## config.mk

```make
export PLATFORM = sky130hd
export DESIGN_NAME = ycbcr_stream_scheduler
export DESIGN_NICKNAME = d
export VERILOG_FILES = /design/src/rtl/ycbcr_pkg.sv /design/src/rtl/ycbcr_result_fifo.sv /design/src/rtl/ycbcr_stream_scheduler.sv
export SDC_FILE = /design/constraint.sdc
export NUM_CORES = 1
export LEC_CHECK = 0
export BUFFER_PORTS_ARGS = -buffer_cell sky130_fd_sc_hd__buf_2
export CAP_MARGIN = 0
export CORE_MARGIN = 5
export CORE_UTILIZATION = 55
export DETAILED_ROUTE_END_ITERATION = 8
export GPL_ROUTABILITY_DRIVEN = 1
export HOLD_SLACK_MARGIN = 0.02
export PLACE_DENSITY_LB_ADDON = 0.1
export SLEW_MARGIN = 20
export SYNTH_ARGS = -nofsm -noshare
export SYNTH_HDL_FRONTEND = slang
export SYNTH_SLANG_ARGS = --single-unit
```

## constraint.sdc

```tcl
create_clock -name clk -period 8.5 [get_ports clk]
set_input_delay 0.85 -clock clk [delete_from_list [all_inputs] [get_ports clk]]
set_output_delay 0.85 -clock clk [all_outputs]
set_load 0.02 [all_outputs]
```

## src/rtl/ycbcr_pkg.sv

```systemverilog
// Shared types and constants for the YCbCr stream scheduler and its result FIFO.
package ycbcr_pkg;

    localparam int PIXELS_PER_BLOCK = 64;
    localparam int IDX_W            = 6;
    localparam int FP_LEN           = 32;

    typedef enum logic [1:0] {
        ST_IDLE  = 2'd0,
        ST_RUN   = 2'd1,
        ST_FLUSH = 2'd2,
        ST_DONE  = 2'd3
    } state_e;

    typedef struct packed {
        logic [FP_LEN-1:0] y;
        logic [FP_LEN-1:0] cb;
        logic [FP_LEN-1:0] cr;
        logic [IDX_W-1:0]  idx;
        logic              blk_last;
        logic              frame_last;
    } fifo_entry_t;

endpackage

```

## src/rtl/ycbcr_result_fifo.sv

```systemverilog
// Circular result FIFO holding converted pixels with their block-position tags.
module ycbcr_result_fifo #(
    parameter int DEPTH = 4,
    parameter int WIDTH = 8,
    parameter int CNT_W = $clog2(DEPTH + 1)
) (
    input  logic             clk,
    input  logic             rst_n,
    input  logic             push_i,
    input  logic             pop_i,
    input  logic [WIDTH-1:0] wdata_i,
    output logic [WIDTH-1:0] rdata_o,
    output logic [CNT_W-1:0] count_o,
    output logic             full_o,
    output logic             empty_o
);

    localparam int PTR_W = (DEPTH > 1) ? $clog2(DEPTH) : 1;

    logic [WIDTH-1:0] mem_q [DEPTH];
    logic [PTR_W-1:0] wr_ptr_q, wr_ptr_d;
    logic [PTR_W-1:0] rd_ptr_q, rd_ptr_d;
    logic [CNT_W-1:0] count_q, count_d;
    logic             do_push;
    logic             do_pop;

    function automatic logic [PTR_W-1:0] ptr_inc(input logic [PTR_W-1:0] p);
        return (p == PTR_W'(DEPTH - 1)) ? '0 : p + PTR_W'(1);
    endfunction

    assign full_o  = (count_q == CNT_W'(DEPTH));
    assign empty_o = (count_q == '0);
    assign count_o = count_q;
    assign do_push = push_i && !full_o;
    assign do_pop  = pop_i && !empty_o;

    // Gating the head on empty keeps outputs at zero after reset without resetting the array.
    assign rdata_o = empty_o ? '0 : mem_q[rd_ptr_q];

    always_comb begin
        wr_ptr_d = do_push ? ptr_inc(wr_ptr_q) : wr_ptr_q;
        rd_ptr_d = do_pop  ? ptr_inc(rd_ptr_q) : rd_ptr_q;
        count_d  = count_q;
        if (do_push && !do_pop) begin
            count_d = count_q + CNT_W'(1);
        end else if (do_pop && !do_push) begin
            count_d = count_q - CNT_W'(1);
        end
    end

    always_ff @(posedge clk) begin
        if (!rst_n) begin
            wr_ptr_q <= '0;
            rd_ptr_q <= '0;
            count_q  <= '0;
        end else begin
            wr_ptr_q <= wr_ptr_d;
            rd_ptr_q <= rd_ptr_d;
            count_q  <= count_d;
        end
    end

    always_ff @(posedge clk) begin
        if (do_push) begin
            mem_q[wr_ptr_q] <= wdata_i;
        end
    end

    no_push_when_full: assert property (@(posedge clk) disable iff (!rst_n) !(push_i && full_o));

endmodule

```

## src/rtl/ycbcr_stream_scheduler.sv

```systemverilog
// Schedules an RGB stream through the external one-register YCbCr converter and
// buffers tagged results for the DCT stage; credit logic guarantees no result is dropped.
//
// state    | meaning
// ST_IDLE  | waiting for start
// ST_RUN   | accepting pixels until the frame count reaches zero
// ST_FLUSH | all pixels accepted, draining in-flight result and FIFO
// ST_DONE  | one-cycle done pulse
module ycbcr_stream_scheduler
    import ycbcr_pkg::*;
#(
    parameter int INPUT_WIDTH        = 8,
    parameter int FIXED_POINT_LENGTH = FP_LEN,
    parameter int FIFO_DEPTH         = 4,
    parameter int BLK_CNT_W          = 16
) (
    input  logic                          clk,
    input  logic                          rst_n,
    input  logic                          start,
    input  logic [BLK_CNT_W-1:0]          cfg_num_blocks,
    input  logic                          s_valid,
    output logic                          s_ready,
    input  logic [INPUT_WIDTH-1:0]        s_r,
    input  logic [INPUT_WIDTH-1:0]        s_g,
    input  logic [INPUT_WIDTH-1:0]        s_b,
    output logic [INPUT_WIDTH-1:0]        conv_r,
    output logic [INPUT_WIDTH-1:0]        conv_g,
    output logic [INPUT_WIDTH-1:0]        conv_b,
    input  logic [FIXED_POINT_LENGTH-1:0] conv_y,
    input  logic [FIXED_POINT_LENGTH-1:0] conv_cb,
    input  logic [FIXED_POINT_LENGTH-1:0] conv_cr,
    output logic                          m_valid,
    input  logic                          m_ready,
    output logic [FIXED_POINT_LENGTH-1:0] m_y,
    output logic [FIXED_POINT_LENGTH-1:0] m_cb,
    output logic [FIXED_POINT_LENGTH-1:0] m_cr,
    output logic [IDX_W-1:0]              m_idx,
    output logic                          m_blk_last,
    output logic                          m_frame_last,
    output logic                          busy,
    output logic                          done
);

    localparam int PL_W  = BLK_CNT_W + IDX_W;
    localparam int CNT_W = $clog2(FIFO_DEPTH + 1);

    state_e           state_q, state_d;
    logic [PL_W-1:0]  pixels_left_q, pixels_left_d;
    logic [IDX_W-1:0] idx_q, idx_d;
    logic             inflight_q, inflight_d;
    logic [IDX_W-1:0] tag_idx_q, tag_idx_d;
    logic             tag_blk_last_q, tag_blk_last_d;
    logic             tag_frame_last_q, tag_frame_last_d;

    logic             accept;
    logic             credit_ok;
    fifo_entry_t      wr_entry;
    fifo_entry_t      rd_entry;
    logic [CNT_W-1:0] fifo_count;
    logic             fifo_full;
    logic             fifo_empty;

    assign conv_r = s_r;
    assign conv_g = s_g;
    assign conv_b = s_b;

    // Credit counts the converter register as occupied so its result always has a slot.
    assign credit_ok = (32'(fifo_count) + 32'(inflight_q)) < 32'(FIFO_DEPTH);
    assign accept    = s_valid && s_ready;

    always_ff @(posedge clk) begin
        if (!rst_n) begin
            state_q <= ST_IDLE;
        end else begin
            state_q <= state_d;
        end
    end

    always_comb begin
        state_d = state_q;
        case (state_q)
            ST_IDLE: begin
                if (start) begin
                    state_d = (cfg_num_blocks == '0) ? ST_DONE : ST_RUN;
                end
            end
            ST_RUN: begin
                if (accept && pixels_left_q == PL_W'(1)) begin
                    state_d = ST_FLUSH;
                end
            end
            ST_FLUSH: begin
                if (!inflight_q && fifo_empty) begin
                    state_d = ST_DONE;
                end
            end
            ST_DONE: state_d = ST_IDLE;
            default: state_d = ST_IDLE;
        endcase
    end

    always_comb begin
        s_ready = (state_q == ST_RUN) && (pixels_left_q != '0) && credit_ok && !fifo_full;
        busy    = (state_q != ST_IDLE);
        done    = (state_q == ST_DONE);
    end

    always_comb begin
        pixels_left_d    = pixels_left_q;
        idx_d            = idx_q;
        inflight_d       = 1'b0;
        tag_idx_d        = tag_idx_q;
        tag_blk_last_d   = tag_blk_last_q;
        tag_frame_last_d = tag_frame_last_q;
        if (state_q == ST_IDLE && start) begin
            pixels_left_d = {cfg_num_blocks, {IDX_W{1'b0}}};
            idx_d         = '0;
        end
        if (accept) begin
            inflight_d       = 1'b1;
            tag_idx_d        = idx_q;
            tag_blk_last_d   = (idx_q == IDX_W'(PIXELS_PER_BLOCK - 1));
            tag_frame_last_d = (pixels_left_q == PL_W'(1));
            idx_d            = idx_q + IDX_W'(1);
            pixels_left_d    = pixels_left_q - PL_W'(1);
        end
    end

    always_ff @(posedge clk) begin
        if (!rst_n) begin
            pixels_left_q    <= '0;
            idx_q            <= '0;
            inflight_q       <= 1'b0;
            tag_idx_q        <= '0;
            tag_blk_last_q   <= 1'b0;
            tag_frame_last_q <= 1'b0;
        end else begin
            pixels_left_q    <= pixels_left_d;
            idx_q            <= idx_d;
            inflight_q       <= inflight_d;
            tag_idx_q        <= tag_idx_d;
            tag_blk_last_q   <= tag_blk_last_d;
            tag_frame_last_q <= tag_frame_last_d;
        end
    end

    always_comb begin
        wr_entry            = '0;
        wr_entry.y          = conv_y;
        wr_entry.cb         = conv_cb;
        wr_entry.cr         = conv_cr;
        wr_entry.idx        = tag_idx_q;
        wr_entry.blk_last   = tag_blk_last_q;
        wr_entry.frame_last = tag_frame_last_q;
    end

    ycbcr_result_fifo #(
        .DEPTH (FIFO_DEPTH),
        .WIDTH ($bits(fifo_entry_t)),
        .CNT_W (CNT_W)
    ) u_fifo (
        .clk     (clk),
        .rst_n   (rst_n),
        .push_i  (inflight_q),
        .pop_i   (m_ready),
        .wdata_i (wr_entry),
        .rdata_o (rd_entry),
        .count_o (fifo_count),
        .full_o  (fifo_full),
        .empty_o (fifo_empty)
    );

    assign m_valid      = !fifo_empty;
    assign m_y          = rd_entry.y;
    assign m_cb         = rd_entry.cb;
    assign m_cr         = rd_entry.cr;
    assign m_idx        = rd_entry.idx;
    assign m_blk_last   = rd_entry.blk_last;
    assign m_frame_last = rd_entry.frame_last;

endmodule

```

-- Word-level counts from Yosys, hierarchy flattened
Memory sizes are Yosys's and may differ from the RTL's. A register that Yosys moved wholly into a read port is not among the register bits.
Cells that the tools add are included.
- flip-flop bits (word level): 46
- RAM bits: 416
- input bits: 141
- output and inout bits: 132
- logic and storage cells: 73
- memories: 1
- memory list (name ; words ; width ; read ports ; clocked after Yosys merged registers in ; wr ports ; line ; source):
    u_fifo.mem_q ; 4 ; 104 ; 1 ; 1 ; 1 ; ycbcr_result_fifo.sv:20 ; logic [WIDTH-1:0] mem_q [DEPTH];
- add/sub/neg operators: 7
- order comparisons: 1
- equal/unequal tests: 11
- muxes and demuxes: 19
- reductions and logical operators: 24
- operators by type and width (operator ; count):
    $mux W104 ; 1
    $mux W22 ; 2
    $eq A22 B1 Y1 const B ; 1
    $reduce_bool A22 Y1 ; 1
    $sub A22 B1 Y22 const B ; 1
    $logic_not A16 Y1 ; 1
    $mux W2 ; 8
    $mux W6 ; 2
    $logic_and A1 B1 Y1 ; 11
    $eq A2 B2 Y1 const B ; 4
    $pmux W2 S4 ; 1
    $add A6 B1 Y6 const B ; 1
    $eq A6 B6 Y1 const B ; 1
    $mux W3 ; 2
    $ne A2 B2 Y1 const B ; 3
    $reduce_bool A2 Y1 ; 3
    $logic_not A1 Y1 ; 5
    $add A2 B1 Y2 const B ; 2
    $add A3 B1 Y4 ; 1
    $lt A4 B3 Y1 const B ; 1
    $add A3 B1 Y3 const B ; 1
    $eq A3 B3 Y1 const B ; 1
    $logic_not A3 Y1 ; 1
    $mux W1 ; 3
    4 further kinds ; 4

-- Logic depth before layout (Yosys ltp)
Gate-level depths: netlist of run 1.
- depth in word-level cells: 8
- gate-level depth with buffers: 11
- depth with buffers taken out: 9

-- Modules after synthesis
Synthesis of run 1 repeated with hierarchy kept, for this count alone.
- cell total of the unflattened synthesis: 1021
- area total of the unflattened synthesis: 18766.7 um^2
- modules (own cells, without submodules) (module ; instances ; cells an instance ; area each (um^2) ; sequential area each (um^2)):
    ycbcr_result_fifo ; 1 ; 710 ; 16166.8 ; 12672.2
    ycbcr_stream_scheduler ; 1 ; 311 ; 2600.0 ; 780.7

-- Worst setup path after synthesis of run 1
OpenSTA, ideal clock, no wires.
- path type: flip-flop to flip-flop
- start point: register u_fifo.count_q[0] (netlist: u_fifo.count_o[0])
- end point: memory u_fifo.mem_q[0][0] (netlist name), enable pin
- arrival time: 3300 ps
- data required time: 8025 ps
- path slack: 4725 ps
- stages on the path, launching flop included: 4
- cells stage by stage: dfxtp_1 > nor2_1 > a21boi_1 > and2_1
- word-level cells in the longest chain between the ends: 5
- RTL lines (element ; line ; source):
    start: declaration ; ycbcr_result_fifo.sv:23 ; logic [CNT_W-1:0] count_q, count_d;
    start signal: assignment ; ycbcr_result_fifo.sv:59 ; count_q <= count_d;
    $eq A3 B3 Y1 ; ycbcr_result_fifo.sv:31 ; assign full_o = (count_q == CNT_W'(DEPTH));
    $logic_not A1 Y1 ; ycbcr_result_fifo.sv:34 ; assign do_push = push_i && !full_o;
    $logic_and A1 B1 Y1 ; ycbcr_result_fifo.sv:34 ;
    net u_fifo.do_push ; ycbcr_result_fifo.sv:24 ; logic do_push;
    $mux W1 ; ycbcr_result_fifo.sv:64 ; if (do_push) begin
    $mux W1 (implied by the code) ; ycbcr_result_fifo.sv:65 ; mem_q[wr_ptr_q] <= wdata_i;
    end: declaration ; ycbcr_result_fifo.sv:20 ;
The timed path passes the listed nets, and every way through them passes these cells.

==> results of run 1 <==
worst max-delay path: stages, from the launching register on:
cell     delay [ps]
dfxtp_4         770
buf_4           780
mux4_2          600
and2_1          190
buf_2           170
area by class of cell:
type	count	area (µm²)	share of cell area, %
diodes	1	2.502	0.01167
clock buffers	59	1221	5.693
clock inverters	23	211.5	0.9858
inverters	13	48.80	0.2275
multi-input cells	468	4707	21.94
flip-flops and latches	464	13460	62.75
well taps	448	560.5	2.613
repair buffers	238	1239	5.775
synthesized netlist by cell type (all sizes together) (11+ instances only):
library cell / n / share of area (%)
a21oi: 27 / 0.73
and2: 111 / 3.7
buf: 47 / 1.7
clkbuf: 34 / 0.68
dfxtp: 48 / 5.2
edfxtp: 416 / 67
ha: 14 / 0.94
inv: 13 / 0.26
mux4: 104 / 13
nand2: 34 / 0.68
nand3: 30 / 0.83
nand4: 11 / 0.37
nor2: 19 / 0.38
nor3: 14 / 0.49
cell families (layout without fill, tap and decap cells):
logic type                 count (synthesis)  after routing  share of synthesized area, %
other                                      0              1                             0
AOI/OAI and AO/OA                         82             82                         3.062
xor gates and xnor gates                   3              3                        0.1410
and+or+nand+nor                          260            260                         8.131
buffers and inverters                     94            333                         2.645
muxes                                    108            108                         12.78
DFF                                      464            464                         72.19
adders and majority gates                 15             15                         1.047
state kept, by name, summed over array words and instances (netlist names), named ones only:
signal and flops:
idx_q 6, u_fifo.count_o 3, u_fifo.mem_q 416, pixels_left_q 22, state_q 2, u_fifo.wr_ptr_q 2, tag_frame_last_q 1, tag_blk_last_q 1
inflight_q 1, tag_idx_q 6, u_fifo.rd_ptr_q 2
layer usage:
metal | share of wire (%) | global-route usage (%)
met5 | 0.072 | 0
met1 | 43 | 27.67
met3 | 5.4 | 3.858
met2 | 50 | 32.91
met4 | 1.6 | 4.714
worst paths after layout:
path                         endpoint  slack [ps]  depth (start not counted)
setup / recovery             m_cb[30]        4550                          4
hold / removal    u_fifo.mem_q[3][92]         500                          1
setup reg to reg  u_fifo.mem_q[2][10]        5280                          5
hold reg to reg          tag_idx_q[1]         500                          2
metrics by stage:
| step | std cells | instance area, µm² |
|---|---|---|
| 5_1_grt | 1713 | 21450 |
| 3_5_place_dp | 1630 | 19990 |
| 3_3_place_gp | 1630 | 19990 |
| 4_1_cts | 1712 | 21420 |
| 2_1_floorplan | 1026 | 18640 |
| 6_report | 1714 | 21450 |
power by group through the flow:
stage	Clock, mW	Sequential, mW	Combinational (mW)
5_1_grt	2.08	2.74	1.91
3_3_place_gp	0	2.78	1.75
6_report	1.94	2.73	1.75
2_1_floorplan	0	2.70	1.35
3_5_place_dp	0	2.79	1.76
4_1_cts	1.99	2.74	1.76
==> out/metrics.yaml, run 1 <==
setup_path:
  critical_path.max_fanout: 41
  end_kind: "primary output"
  reg2reg_from: "u_fifo.count_o[0]"
  path_class: "flop to primary output"
  worstPathRequired_ps: 7650
  worstSetupStartpointType: "flop"
  worstPathArrival_ps: 3100
yosys:
  ys_warn_count: 0
  avgSynthCellArea_um2: 18.16
  synth_cells: 1026
  synth_cell_type_count: 67
  ys_seq_elements: 464
  ys.flop_type: "edfxtp_1"
  mappedNetlistArea_um2: 18640
  async_flop_share_pct: 0
  ys_seq_area_share_pct: 72.19
  synthesis.nets: 1182
  synth-edff-count: 416
timing:
  max_freq_ghz: 0.2529
  finalClockSkew_ps: 20.14
  setup_viol: 0
  layout_setup_ws_ps: 4546
  hold_violations: 0
  worst_slew_pin_slew_ps: 1045
  slew_violations: 0
  tns_ps: 0
  slew_headroom_pct: 30.34
  hold_slack_ps: 500.8
  rsz0062_at_grt: "no"
  min_period_ps: 3954
  post-route-period-util_pct: 46.52
pwr:
  p_leak_nw: 7.385
  clkPwrFrac_pct: 30.2
  p_int_mw: 4.466
  pwr-share-comb_pct: 27.3
  sw_frac_of_total_pct: 30.36
  irDropWorstVdd_mv: 0.1913
  p_total_mw: 6.413
  p_per_area_nw_per_um2: 299.0
  p_sw_mw: 1.947
  power_frac_seq_pct: 42.5
cts:
  cts.sinks: 464
  root_buffer: "clkbuf_16"
  cts.path.max_buffers: 3
  cts_hold_buf: 0
  htreeDepth: 2
  cts_tree: "done"
  ctsResizeCount: 0
  clk_latency_ps: 560
  clkTransAtPathRegs_ps: 60
  cts_setup_buffers: 0
  numCtsBuffers: 47
placement:
  place.port_buffers: 224
  routabilityCongestion: 0.8682
  place_ws_ps: 4997
  dp_hpwl_um: 22780
die:
  io_pins: 273
  chipWidth_um: 194.1
  rows: 67
  initial_core_util_pct: 55.57
  core_um2: 33530
  design.die.area_um2: 37660
  die_h_um: 194.1
route:
  route.detailed.drc: 0
  num_vias: 9910
  drtAntennaViolNets: 0
  first_pass_iters: 5
  drt-initial-drc-count: 561
  vias_per_cell: 5.782
  wire_per_inst_um: 21.79
  drt-total-wl_um: 37350
grt:
  overflow: 0
  first_global_vias: 10313
  grt_max_degree: 70
  grt_pass1_wl_um: 59240
  antenna_found_initial: 2
  grt_usage_pct: 19.81
run:
  drv_cap: 0
layout:
  syn2layout_area_growth_pct: 15.11
  final_core_util_pct: 63.97
  layout-drive-gt1-share_pct: 33.28
  final_common_cell: "edfxtp_1"
  nets: 1388
  nFillCells: 2438
  mostFrequentLayoutCells: "416 x edfxtp_1, 224 x buf_2, 107 x and2_1, 104 x mux4_2, 47 x clkbuf_16"
min_path:
  hp-start: "conv_y[20]"
  hold_path.class: "input port to flop"
run_status:
  outcome: "finished, final reports clean"
Power figures use the tool's default switching activity.
==> inputs of run 2 (changes only) <==
==> constraint.sdc (replaced) <==
create_clock -name clk -period 4.2 [get_ports clk]
set_input_delay 0.42 -clock clk [delete_from_list [all_inputs] [get_ports clk]]
set_output_delay 0.42 -clock clk [all_outputs]
set_load 0.02 [all_outputs]
==> out/metrics.yaml, run 2 (same netlist as run 1, synthesis figures left out) <==
placement:
  place_ws_ps: 1453  # -3544 ps
  place_inst: 1632  # +0.12%
  routabilityCongestion: 0.8955  # +3.1%
  dp_hpwl_um: 23100  # +1.4%
  place.port_buffers: 224  # unchanged
cts:
  cts_hold_buf: 0  # unchanged
  clkTransAtPathRegs_ps: 60  # about the same
  ctsResizeCount: 0  # unchanged
  root_buffer: "clkbuf_16"
  cts_tree: "done"
  cts_setup_buffers: 0  # unchanged
  numCtsBuffers: 48  # +2.1%
  clk_latency_ps: 550  # about the same
  cts.sinks: 464  # unchanged
  cts.path.max_buffers: 3  # unchanged
  htreeDepth: 2  # unchanged
layout:
  largestRegisters: "u_fifo.mem_q: 416 flops, pixels_left_q: 22 flops"
  fin_cells: 1718  # +0.23%
  largest_reg_flops: 416  # unchanged
  antennaDiodeCount: 0  # -1
  mostFrequentLayoutCells: "416 x edfxtp_1, 224 x buf_2, 107 x and2_1, 104 x mux4_2, 49 x clkbuf_16"
  syn2layout_area_growth_pct: 15.97
  layout-drive-gt1-share_pct: 33.94  # +0.66 points
  nets: 1390  # +0.14%
  largest-register: "u_fifo.mem_q"
  final_common_cell: "edfxtp_1"
grt:
  overflow: 0  # unchanged
  grt_max_degree: 75  # +7.1%
  antenna_found_initial: 3  # +1
  grt_usage_pct: 19.64  # -0.18 points
  grt_pass1_wl_um: 58590  # -1.1%
  first_global_vias: 10342  # +0.28%
route:
  vias_per_cell: 5.697  # -1.5%
  first_pass_iters: 5  # unchanged
  route.detailed.drc: 0  # unchanged
  wire_per_inst_um: 21.61  # -0.83%
  drtAntennaViolNets: 0  # unchanged
  num_vias: 9788  # -1.2%
  drt-total-wl_um: 37130  # -0.60%
  drt-initial-drc-count: 570  # +1.6%
setup_path:
  end_kind: "primary output"
  slowest_stage: "buf_4"
  crit_chain: "or3_2 > buf_4 > and2_1 > buf_2"
  worstPathRequired_ps: 3780  # -3870 ps
  path_class: "flop to primary output"
  worstSetupStartpointType: "flop"
  worstPathArrival_ps: 2690  # -410 ps
  crit_path_max_incr_delay_ps: 660  # -120 ps
  critical_path.max_fanout: 72  # +76%
timing:
  setup_viol: 0  # unchanged
  slew_violations: 0  # unchanged
  layout_setup_ws_ps: 1085  # -3461 ps
  finalClockSkew_ps: 10.71  # -9.437 ps
  slew_headroom_pct: 37.68  # +7.3 points
  max_freq_ghz: 0.3211
  hold_violations: 0  # unchanged
  worst_slew_pin_slew_ps: 934.8  # -110.2 ps
  rsz0062_at_grt: "no"
  post-route-period-util_pct: 74.16
  tns_ps: 0  # unchanged
  min_period_ps: 3115
pwr:
  irDropWorstVdd_mv: 0.3684  # +93%
  p_per_area_nw_per_um2: 610.5  # +100%
  p_leak_nw: 7.457  # +0.98%
die:
  io_pins: 273  # unchanged
  core_um2: 33530  # unchanged
  chipWidth_um: 194.1  # unchanged
  initial_core_util_pct: 55.57  # unchanged
  rows: 67  # unchanged
  die_h_um: 194.1  # unchanged
  design.die.area_um2: 37660  # unchanged
min_path:
  hold_path.class: "input port to flop"
run_status:
  outcome: "finished, final reports clean"
run:
  drv_cap: 0  # unchanged
## run 2: cell types whose count changed in the layout (fill, tap and decap cells not counted), sizes merged
| cell | delta |
|---|---|
| clkbuf | +3 |
| buf | +1 |
| bufinv | +1 |
| clkinv | -1 |
| clkinvlp | +1 |
| diode | -1 |
## run 2: worst paths after layout
| kind | startpoint | endpoint | slack (ps) | cells after the start |
|---|---|---|---|---|
| max | u_fifo.count_o[0] | m_y[5] | 1090 | 4 |
| max reg2reg | pixels_left_q[0] | pixels_left_q[14] | 1350 | 8 |
| min reg2reg | u_fifo.rd_ptr_q[1] | flop | 490 | 2 |
| min | conv_cr[31] | u_fifo.mem_q[0][39] | 80 | 1 |
## run 2: layout make-up
| class | count | area [µm²] |
|---|---|---|
| Inverter | 13 | 48.80 |
| Timing Repair Buffer | 239 | 1309 |
| Clock buffer | 62 | 1275 |
| Fill cell | 2387 | 11920 |
| Clock inverter | 24 | 251.5 |
| Multi-Input combinational cell | 468 | 4707 |
| Tap cell | 448 | 560.5 |
| Sequential cell | 464 | 13460 |
## run 2: where the power goes
group	switching, mW	internal (mW)	total (mW)
clock network	1.67	2.45	4.11
registers	0.231	5.26	5.49
logic	2.09	1.50	3.59
## run 2: worst max-delay path, delay by kind of cell, from the launching register on
| family | cells | cell delay, ps |
|---|---|---|
| buf+inv | 2 | 850 |
| flops | 1 | 430 |
| simple gates | 2 | 820 |
## run 2: through the flow
stage               cell area, µm²  total power, mW  util, %  hold slack [ps]
floorplan                    18640            8.204        -            454.1
global placement             20080            9.186    59.88            477.2
detailed placement           20080            9.219    59.88            485.8
CTS                          21610            13.36    64.43            46.27
global route                 21610            13.87    64.45            51.72
finish                       21610            13.19    64.45            81.44
## run 2: layer usage
layer	global-route usage [%]	part of all wire, %	vias up
li1	-	-	4466
met1	26.24	41	4937
met2	33.70	51	310
met3	4.292	6.3	69
met4	4.271	1.6	6
met5	0	0.11	-
